--- src/rtl/unified_mem_arbiter.sv ---
// unified_mem_arbiter: shares one single-port synchronous SRAM between the fetch port and the data port.
// One transaction in flight; data port has priority, bounded by a fetch starvation counter.
`default_nettype none

module unified_mem_arbiter #(
  parameter int ADDR_W       = 14,
  parameter int DATA_W       = 32,
  parameter int MEM_LATENCY  = 1,
  parameter int STARVE_LIMIT = 4
) (
  input  logic              clk_i,
  input  logic              rst_ni,
  input  logic              if_req_i,
  input  logic [ADDR_W-1:0] if_addr_i,
  output logic              if_gnt_o,
  output logic              if_rvalid_o,
  output logic [DATA_W-1:0] if_rdata_o,
  input  logic              dm_req_i,
  input  logic              dm_we_i,
  input  logic [DATA_W-1:0] dm_bweb_i,
  input  logic [ADDR_W-1:0] dm_addr_i,
  input  logic [DATA_W-1:0] dm_wdata_i,
  output logic              dm_gnt_o,
  output logic              dm_rvalid_o,
  output logic [DATA_W-1:0] dm_rdata_o,
  output logic              mem_cs_o,
  output logic              mem_we_o,
  output logic [DATA_W-1:0] mem_bweb_o,
  output logic [ADDR_W-1:0] mem_addr_o,
  output logic [DATA_W-1:0] mem_wdata_o,
  input  logic [DATA_W-1:0] mem_rdata_i,
  output logic              busy_o
);

  localparam int WCNT_W = (MEM_LATENCY < 2) ? 1 : $clog2(MEM_LATENCY + 1);
  localparam int SCNT_W = (STARVE_LIMIT < 2) ? 1 : $clog2(STARVE_LIMIT + 1);
  localparam logic [WCNT_W-1:0] WAIT_INIT  = WCNT_W'(MEM_LATENCY);
  localparam logic [WCNT_W-1:0] WAIT_LAST  = WCNT_W'(1);
  localparam logic [SCNT_W-1:0] STARVE_MAX = SCNT_W'(STARVE_LIMIT);

  localparam logic [1:0] S_IDLE  = 2'd0;
  localparam logic [1:0] S_ISSUE = 2'd1;
  localparam logic [1:0] S_WAIT  = 2'd2;

  localparam logic OWN_IF = 1'b0;
  localparam logic OWN_DM = 1'b1;

  logic [1:0]        state_q, state_d;
  logic              owner_q, owner_d;
  logic              we_q, we_d;
  logic [DATA_W-1:0] bweb_q, bweb_d;
  logic [ADDR_W-1:0] addr_q, addr_d;
  logic [DATA_W-1:0] wdata_q, wdata_d;
  logic [WCNT_W-1:0] wait_q, wait_d;
  logic [SCNT_W-1:0] starve_q, starve_d;
  logic              if_rvalid_q, if_rvalid_d;
  logic              dm_rvalid_q, dm_rvalid_d;
  logic [DATA_W-1:0] if_rdata_q, if_rdata_d;
  logic [DATA_W-1:0] dm_rdata_q, dm_rdata_d;

  logic w_idle;
  logic w_if_win;
  logic w_dm_win;

  // Grants are gated by reset so no port sees an acceptance while the block is held in reset.
  assign w_idle   = (state_q == S_IDLE) && rst_ni;
  assign w_if_win = w_idle && if_req_i && (!dm_req_i || (starve_q == STARVE_MAX));
  assign w_dm_win = w_idle && dm_req_i && !w_if_win;

  always_comb begin
    state_d     = state_q;
    owner_d     = owner_q;
    we_d        = we_q;
    bweb_d      = bweb_q;
    addr_d      = addr_q;
    wdata_d     = wdata_q;
    wait_d      = wait_q;
    if_rvalid_d = 1'b0;
    dm_rvalid_d = 1'b0;
    if_rdata_d  = if_rdata_q;
    dm_rdata_d  = dm_rdata_q;

    case (state_q)
      S_IDLE: begin
        if (w_if_win) begin
          owner_d = OWN_IF;
          we_d    = 1'b0;
          bweb_d  = '1;
          addr_d  = if_addr_i;
          state_d = S_ISSUE;
        end else if (w_dm_win) begin
          owner_d = OWN_DM;
          we_d    = dm_we_i;
          bweb_d  = dm_we_i ? dm_bweb_i : '1;
          addr_d  = dm_addr_i;
          wdata_d = dm_wdata_i;
          state_d = S_ISSUE;
        end
      end
      S_ISSUE: begin
        wait_d  = WAIT_INIT;
        state_d = S_WAIT;
      end
      S_WAIT: begin
        if (wait_q == WAIT_LAST) begin
          state_d = S_IDLE;
          if (owner_q == OWN_DM) begin
            dm_rvalid_d = 1'b1;
            if (!we_q) dm_rdata_d = mem_rdata_i;
          end else begin
            if_rvalid_d = 1'b1;
            if_rdata_d  = mem_rdata_i;
          end
        end else begin
          wait_d = wait_q - WAIT_LAST;
        end
      end
      default: state_d = S_IDLE;
    endcase
  end

  // Any cycle without a pending fetch means fetch is not being starved.
  always_comb begin
    starve_d = starve_q;
    if (!if_req_i || w_if_win) begin
      starve_d = '0;
    end else if (w_dm_win && (starve_q != STARVE_MAX)) begin
      starve_d = starve_q + SCNT_W'(1);
    end
  end

  always_ff @(posedge clk_i or negedge rst_ni) begin
    if (!rst_ni) begin
      state_q     <= S_IDLE;
      owner_q     <= OWN_IF;
      we_q        <= 1'b0;
      bweb_q      <= '1;
      addr_q      <= '0;
      wdata_q     <= '0;
      wait_q      <= '0;
      starve_q    <= '0;
      if_rvalid_q <= 1'b0;
      dm_rvalid_q <= 1'b0;
      if_rdata_q  <= '0;
      dm_rdata_q  <= '0;
    end else begin
      state_q     <= state_d;
      owner_q     <= owner_d;
      we_q        <= we_d;
      bweb_q      <= bweb_d;
      addr_q      <= addr_d;
      wdata_q     <= wdata_d;
      wait_q      <= wait_d;
      starve_q    <= starve_d;
      if_rvalid_q <= if_rvalid_d;
      dm_rvalid_q <= dm_rvalid_d;
      if_rdata_q  <= if_rdata_d;
      dm_rdata_q  <= dm_rdata_d;
    end
  end

  assign if_gnt_o    = w_if_win;
  assign dm_gnt_o    = w_dm_win;
  assign if_rvalid_o = if_rvalid_q;
  assign dm_rvalid_o = dm_rvalid_q;
  assign if_rdata_o  = if_rdata_q;
  assign dm_rdata_o  = dm_rdata_q;
  assign mem_cs_o    = (state_q == S_ISSUE);
  assign mem_we_o    = (state_q == S_ISSUE) && we_q;
  assign mem_bweb_o  = (state_q == S_ISSUE) ? bweb_q : '1;
  assign mem_addr_o  = addr_q;
  assign mem_wdata_o = wdata_q;
  assign busy_o      = (state_q != S_IDLE);

endmodule

`default_nettype wire
--- config.mk ---
export PLATFORM = sky130hd
export DESIGN_NAME = unified_mem_arbiter
export DESIGN_NICKNAME = d
export VERILOG_FILES = /design/src/rtl/unified_mem_arbiter.sv
export SDC_FILE = /design/constraint.sdc
export NUM_CORES = 1
export LEC_CHECK = 0
export BUFFER_PORTS_ARGS = -buffer_cell sky130_fd_sc_hd__buf_2
export CAP_MARGIN = 20
export CORE_UTILIZATION = 26
export CTS_CLUSTER_SIZE = 16
export DETAILED_ROUTE_END_ITERATION = 16
export MAX_ROUTING_LAYER = met4
export PLACE_DENSITY = 0.45
export SLEW_MARGIN = 25
export SYNTH_ARGS = -nofsm -noshare
export SYNTH_HDL_FRONTEND = slang
export SYNTH_SLANG_ARGS = --single-unit
export TNS_END_PERCENT = 1
--- constraint.sdc ---
create_clock -name clk_i -period 1.9 [get_ports clk_i]
set_input_delay 0.285 -clock clk_i [delete_from_list [all_inputs] [get_ports clk_i]]
set_output_delay 0.285 -clock clk_i [all_outputs]
set_load 0.01 [all_outputs]
==> flow_summary.json, run 1 <==
{
  "status": "complete, but fails checks",
  "violations": "hold timing, setup timing",
  "fmax_mhz": 519,
  "worstSetupPathType": "reg2out",
  "reg2regPathDepth": 7,
  "required_ns": 1.62,
  "htree_levels": 4,
  "root_buffer": "clkbuf_16",
  "core-area_sq_um": 22800,
  "via_per_inst": 4.30,
  "layoutNonFillerInstCount": 1037,
  "hold_viol_final": 3,
  "timing.hold.ws_ns": -0.00983,
  "dpl.hpwl_um": 11500,
  "syn_avg_cell_area_sq_um": 14.9,
  "crit_path_top_delay_cell": "dfrtp_1",
  "tightest_slew_ns": 0.610,
  "numCtsBuffers": 17,
  "hp-class": "in2async",
  "row_count": 55,
  "nNetsFinal": 842,
  "dp.cells": 991,
  "antenna_left": 0,
  "initial_core_util": 0.267,
  "dr.pass1.iters": 4,
  "clock_skew_ns": 0.00845,
  "grt_overflow_total": 0,
  "path_max_fanout": 21,
  "tritoncts": "yes",
  "vias": 4456,
  "ys_seq_area_frac": 0.632,
  "drv_slew": 0,
  "syn_nets": 542,
  "first_global_vias": 5010,
  "cts.sinks": 152,
  "drc_errors": 0,
  "antenna_found_initial": 3,
  "die_w_um": 155,
  "rsz0062_at_grt": "yes",
  "track_usage": 0.149,
  "setup_slack_ns": -0.0253,
  "path_cells": "buf_4 -> ha_1 -> buf_6 -> and2_1 -> buf_2",
  "synth-seq-cells": 152,
  "period_share": 1.01,
  "final_core_util": 0.382,
  "max_stage_delay_ns": 0.39,
  "place.gp.congestion": 0.781,
  "crit_arrival_ns": 1.64,
  "portBuffers": 277,
  "syn_to_final_growth_pct": 43.0,
  "setup_viol": 3,
  "timing.rr.end": "mem_wdata_o[28]",
  "die-area_sq_um": 24000,
  "wirelength_um": 16700,
  "endpoint_kind": "output port",
  "max_cap_viol_count": 0,
  "relSlewSlack": 0.593,
  "clk_path_buf_depth": 2,
  "synth_area_sq_um": 6080,
  "cellLeakagePower_nw": 4.00,
  "yosysWarnings": 0,
  "wl_per_cell_um": 16.1,
  "path_clk_slew_ns": 0.07,
  "dr.first_iter.drc_count": 145,
  "vdd_ir_drop_max_mv": 0.602,
  "worst_setup_path_start_kind": "flip-flop",
  "rrSetupSlack_ns": 0.10,
  "r2r-start": "state_q[1]",
  "finalCriticalPeriod_ns": 1.93,
  "die_h_um": 155,
  "netlist_instances": 408,
  "grt_pass1_wl_um": 26800,
  "synth.distinct_cells": 34,
  "grt_start_max_net_pins": 108,
  "drive_above_1_share": 0.659,
  "pwr_density_cell_nw_per_um2": 1660,
  "clkLatencyLatePin_ns": 0.42,
  "io_pins": 278
}
==> cell families after synthesis <==
group / share of synthesized area
AOI/OAI and AO/OA: 0.0813
DFF: 0.632
adders and majority gates: 0.0103
buffers and inverters: 0.0245
and+or+nand+nor: 0.0698
muxes: 0.182
==> worst max path at each step <==
stage | startpoint | endpoint | slack (ns) | cells past startpoint
floorplan | state_q[0] | mem_wdata_o[10] | 0.17 | 7
global placement | state_q[0] | mem_wdata_o[24] | 0.16 | 6
detailed placement | state_q[0] | mem_wdata_o[15] | 0.10 | 6
CTS | state_q[1] | if_gnt_o | -0.06 | 7
global route | state_q[1] | if_gnt_o | -0.12 | 7
finish | state_q[0] | mem_we_o | -0.03 | 5
==> repair_timing <==
action / CTS / global route
hold endpoints to repair: 1 / 0
gates cloned: 1 / 0
gates resized for setup: 13 / 4
hold buffers: 2 / 0
pin swaps: 1 / 2
setup buffers: 8 / 0
endpoints found under the setup margin: 3 / 43
==> final cells by class <==
cell class | instances | area [sq um]
clock inverter | 14 | 150
tap | 313 | 392
multi-input combinational | 227 | 2130
inverter | 6 | 22.5
fill | 2241 | 14100
timing repair buffer | 304 | 1720
antenna | 3 | 7.51
sequential | 152 | 3840
clock buffer | 18 | 429
==> cell usage in the layout, fill, tap and decap left out, types with 4 or more instances in the layout <==
| cell type | count |
|---|---|
| a221o_1 | 14 |
| dfstp_2 | 32 |
| mux2_4 | 4 |
| nand2_1 | 4 |
| clkbuf_16 | 17 |
| and2_1 | 15 |
| buf_2 | 275 |
| dfrtp_1 | 120 |
| buf_6 | 6 |
| o22a_1 | 32 |
| buf_12 | 6 |
| nand2b_1 | 32 |
| inv_2 | 4 |
| buf_4 | 14 |
| inv_6 | 5 |
| mux2_2 | 92 |
| inv_8 | 4 |
==> synth_stat cells (all sizes together) <==
master | count | area share
a221o | 14 | 0.023
a21o | 1 | 0.0012
a21boi | 4 | 0.0056
nand4b | 1 | 0.0014
o211ai | 1 | 0.0012
and3 | 2 | 0.0029
nand3 | 3 | 0.0025
buf | 13 | 0.015
nor4bb | 1 | 0.0016
nand4 | 1 | 0.0010
dfrtp | 120 | 0.49
o21ai | 3 | 0.0025
or2 | 1 | 0.0010
nand3b | 1 | 0.0012
ha | 5 | 0.010
mux2 | 97 | 0.18
nand2b | 33 | 0.034
inv | 6 | 0.0037
nor2 | 2 | 0.0012
and2 | 16 | 0.017
dfstp | 32 | 0.14
nor2b | 1 | 0.0010
clkbuf | 10 | 0.0062
o22a | 32 | 0.046
nor3b | 1 | 0.0021
a21oi | 2 | 0.0016
nand2 | 5 | 0.0031
==> layer usage <==
metal | vias up | GRT usage | share of wire
met4 | 0 | 0.0561 | 0.019
li1 | 2064 | - | -
met1 | 2194 | 0.172 | 0.42
met2 | 178 | 0.249 | 0.50
met5 | - | - | 0
met3 | 20 | 0.0393 | 0.061
==> where the power goes <==
group,leakage (nW),switching [W],internal (W)
sequential,1.76,0.000731,0.00494
combinational,1.96,0.00249,0.00285
clock,0.276,0.00152,0.00186
total,4.00,0.00474,0.00966
==> critical path, delay by kind of cell, from the launching register on <==
| family | cells | cell delay, ns |
|---|---|---|
| adder cells (fa/ha/maj) | 1 | 0.23 |
| buffers and inverters | 3 | 0.46 |
| AND/OR/NAND/NOR | 1 | 0.15 |
| flip-flops | 1 | 0.39 |
==> state kept, by name, indices dropped and copies added (netlist names) <==
name         count
wait_q           1
owner_q          1
dm_rdata_o      32
starve_q         3
dm_rvalid_o      1
mem_addr_o      14
if_rvalid_o      1
we_q             1
state_q          2
if_rdata_o      32
mem_wdata_o     32
bweb_q          32
==> stage by stage <==
step	cell area (sq um)	setup TNS [ns]	setup slack [ns]	power (W)	hold slack [ns]
2_1_floorplan	6080	0	0.172	0.00862	-0.0106
3_3_place_gp	7940	0	0.156	0.0108	0.0829
3_5_place_dp	7940	0	0.105	0.0110	0.0826
4_1_cts	8670	-0.156	-0.0635	0.0146	0.00307
5_1_grt	8690	-1.16	-0.124	0.0154	0.0259
6_report	8690	-0.0498	-0.0253	0.0144	-0.00983
Power figures use the tool's default switching activity.
==> run 2: changes to the inputs <==
- BUFFER_PORTS_ARGS: -buffer_cell sky130_fd_sc_hd__buf_2 -> not set
- CORE_MARGIN: not set -> 3
- DONT_BUFFER_PORTS: not set -> 1
- PLACE_DENSITY: 0.45 -> 0.35
- SKIP_LAST_GASP: not set -> 1
==> flow_summary.json, run 2 (synthesis results as in run 1) <==
{
  "status": "complete, but fails checks",
  "violations": "hold timing",
  "die-area_sq_um": 25300,
  "seqPwrFrac": 0.483,
  "required_ns": 1.62,
  "max_stage_delay_ns": 0.40,
  "die_h_um": 159,
  "vdd_ir_drop_max_mv": 0.691,
  "track_usage": 0.134,
  "row_count": 55,
  "finalCriticalPeriod_ns": 1.88,
  "tritoncts": "yes",
  "grt_start_max_net_pins": 157,
  "tightest_slew_ns": 0.237,
  "crit_path_top_delay_cell": "dfrtp_1",
  "root_buffer": "clkbuf_16",
  "nNetsFinal": 672,
  "path_buf_inv": 3,
  "cellLeakagePower_nw": 3.44,
  "mostFrequentLayoutCells": "dfrtp_1, dlygate4sd3_1, mux2_2",
  "switchingPower_w": 0.00432,
  "rsz0062_at_grt": "yes",
  "core-area_sq_um": 22800,
  "p_comb_frac": 0.238,
  "hold_viol_final": 152,
  "drv_slew": 0,
  "relSlewSlack": 0.841,
  "endpoint_kind": "output port",
  "pwr-share-clk": 0.279,
  "nFillCells": 2155,
  "via_per_inst": 4.49,
  "pwr_density_cell_nw_per_um2": 1610,
  "path_clk_slew_ns": 0.07,
  "place.gp.congestion": 0.673,
  "max_cap_viol_count": 0,
  "hp-class": "in2async",
  "wirelength_um": 16600,
  "rrSetupSlack_ns": 0.06,
  "crit_family": "flip-flops",
  "switching_share": 0.316,
  "io_pins": 278,
  "path_cells": "inv_2 -> ha_4 -> buf_6 -> nand2_4 -> nor3b_4 -> buf_12",
  "antenna_left": 0,
  "reg2regPathDepth": 7,
  "antenna_found_initial": 0,
  "finalSetupTns_ns": 0,
  "place_ws_ns": 0.138,
  "fmax_mhz": 533,
  "grt_overflow_total": 0,
  "dpl.hpwl_um": 10500,
  "dr.first_iter.drc_count": 171,
  "vias": 3872,
  "clock_skew_ns": 0.00973,
  "path_max_fanout": 8,
  "wl_per_cell_um": 19.3,
  "initial_core_util": 0.267,
  "p_int_w": 0.00936,
  "setup_viol": 0,
  "clk_path_buf_depth": 2,
  "final_core_util": 0.372,
  "timing.hold.ws_ns": -0.429,
  "setup_slack_ns": 0.0242,
  "grt_pass1_wl_um": 25800,
  "r2r-start": "state_q[1]",
  "drc_errors": 0,
  "worst_setup_path_start_kind": "flip-flop",
  "clkLatencyLatePin_ns": 0.41,
  "cts.sinks": 152,
  "crit_arrival_ns": 1.59,
  "dr.pass1.iters": 4,
  "drive_above_1_share": 0.347,
  "htree_levels": 4,
  "worstSetupPathType": "reg2out",
  "syn_to_final_growth_pct": 39.5,
  "first_global_vias": 4299,
  "numCtsBuffers": 17,
  "timing.rr.end": "mem_wdata_o[13]",
  "p_total_w": 0.0137,
  "diodes": 0,
  "portBuffers": 0,
  "die_w_um": 159,
  "final_common_cell": "dfrtp_1",
  "period_share": 0.987
}
==> run 2: cell types whose count changed in the layout (fill, tap and decap cells not counted), moves of 3 or more <==
cell           change
buf_2            -275
dlygate4sd3_1    +112
buf_4              -5
buf_6              -4
bufinv_16          +4
diode_2            -3
inv_6              -3
==> run 2: how the worst max path moves through the flow <==
stage | startpoint | endpoint | cells past startpoint
3_5_place_dp | state_q[1] | mem_wdata_o[31] | 6
6_report | state_q[1] | if_gnt_o | 6
2_1_floorplan | state_q[0] | mem_wdata_o[10] | 7
4_1_cts | state_q[1] | if_gnt_o | 6
5_1_grt | state_q[1] | if_gnt_o | 6
3_3_place_gp | state_q[0] | mem_wdata_o[18] | 6
==> run 2: layout make-up <==
cell class	count	area (sq um)	area share
multi-input combinational	227	2130	0.251
inverter	6	22.5	0.00265
clock buffer	19	443	0.0522
timing repair buffer	134	1440	0.169
tap	313	392	0.0462
clock inverter	12	215	0.0254
sequential	152	3840	0.453
==> run 2: timing repair <==
action	in CTS	in global routing
endpoints found under the setup margin	3	17
buffers inserted	5	1
cloned	2	0
hold endpoints to repair	270	161
pin swaps	3	3
hold buffers	105	9
resized for setup	8	3
==> run 2: metal layers <==
metal | vias up | track usage | part of all wire
met4 | 0 | 0.0326 | 0.011
met5 | - | - | 0
li1 | 1731 | - | -
met3 | 9 | 0.0432 | 0.065
met2 | 168 | 0.225 | 0.51
met1 | 1964 | 0.157 | 0.41
==> run 2: per-stage QoR <==
stage                     area [sq um]  cells
after global routing              8480    863
after CTS                         8370    853
after detailed placement          6540    710
after global placement            6540    710
after floorplan                   6080    408
final                             8480    863
==> run 2: power groups by stage <==
stage,combinational (W),sequential (W),clock [W]
finish,0.00326,0.00661,0.00382
global route,0.00356,0.00681,0.00413
CTS,0.00327,0.00666,0.00397
detailed placement,0.00293,0.00668,0
global placement,0.00283,0.00672,0
floorplan,0.00239,0.00622,0
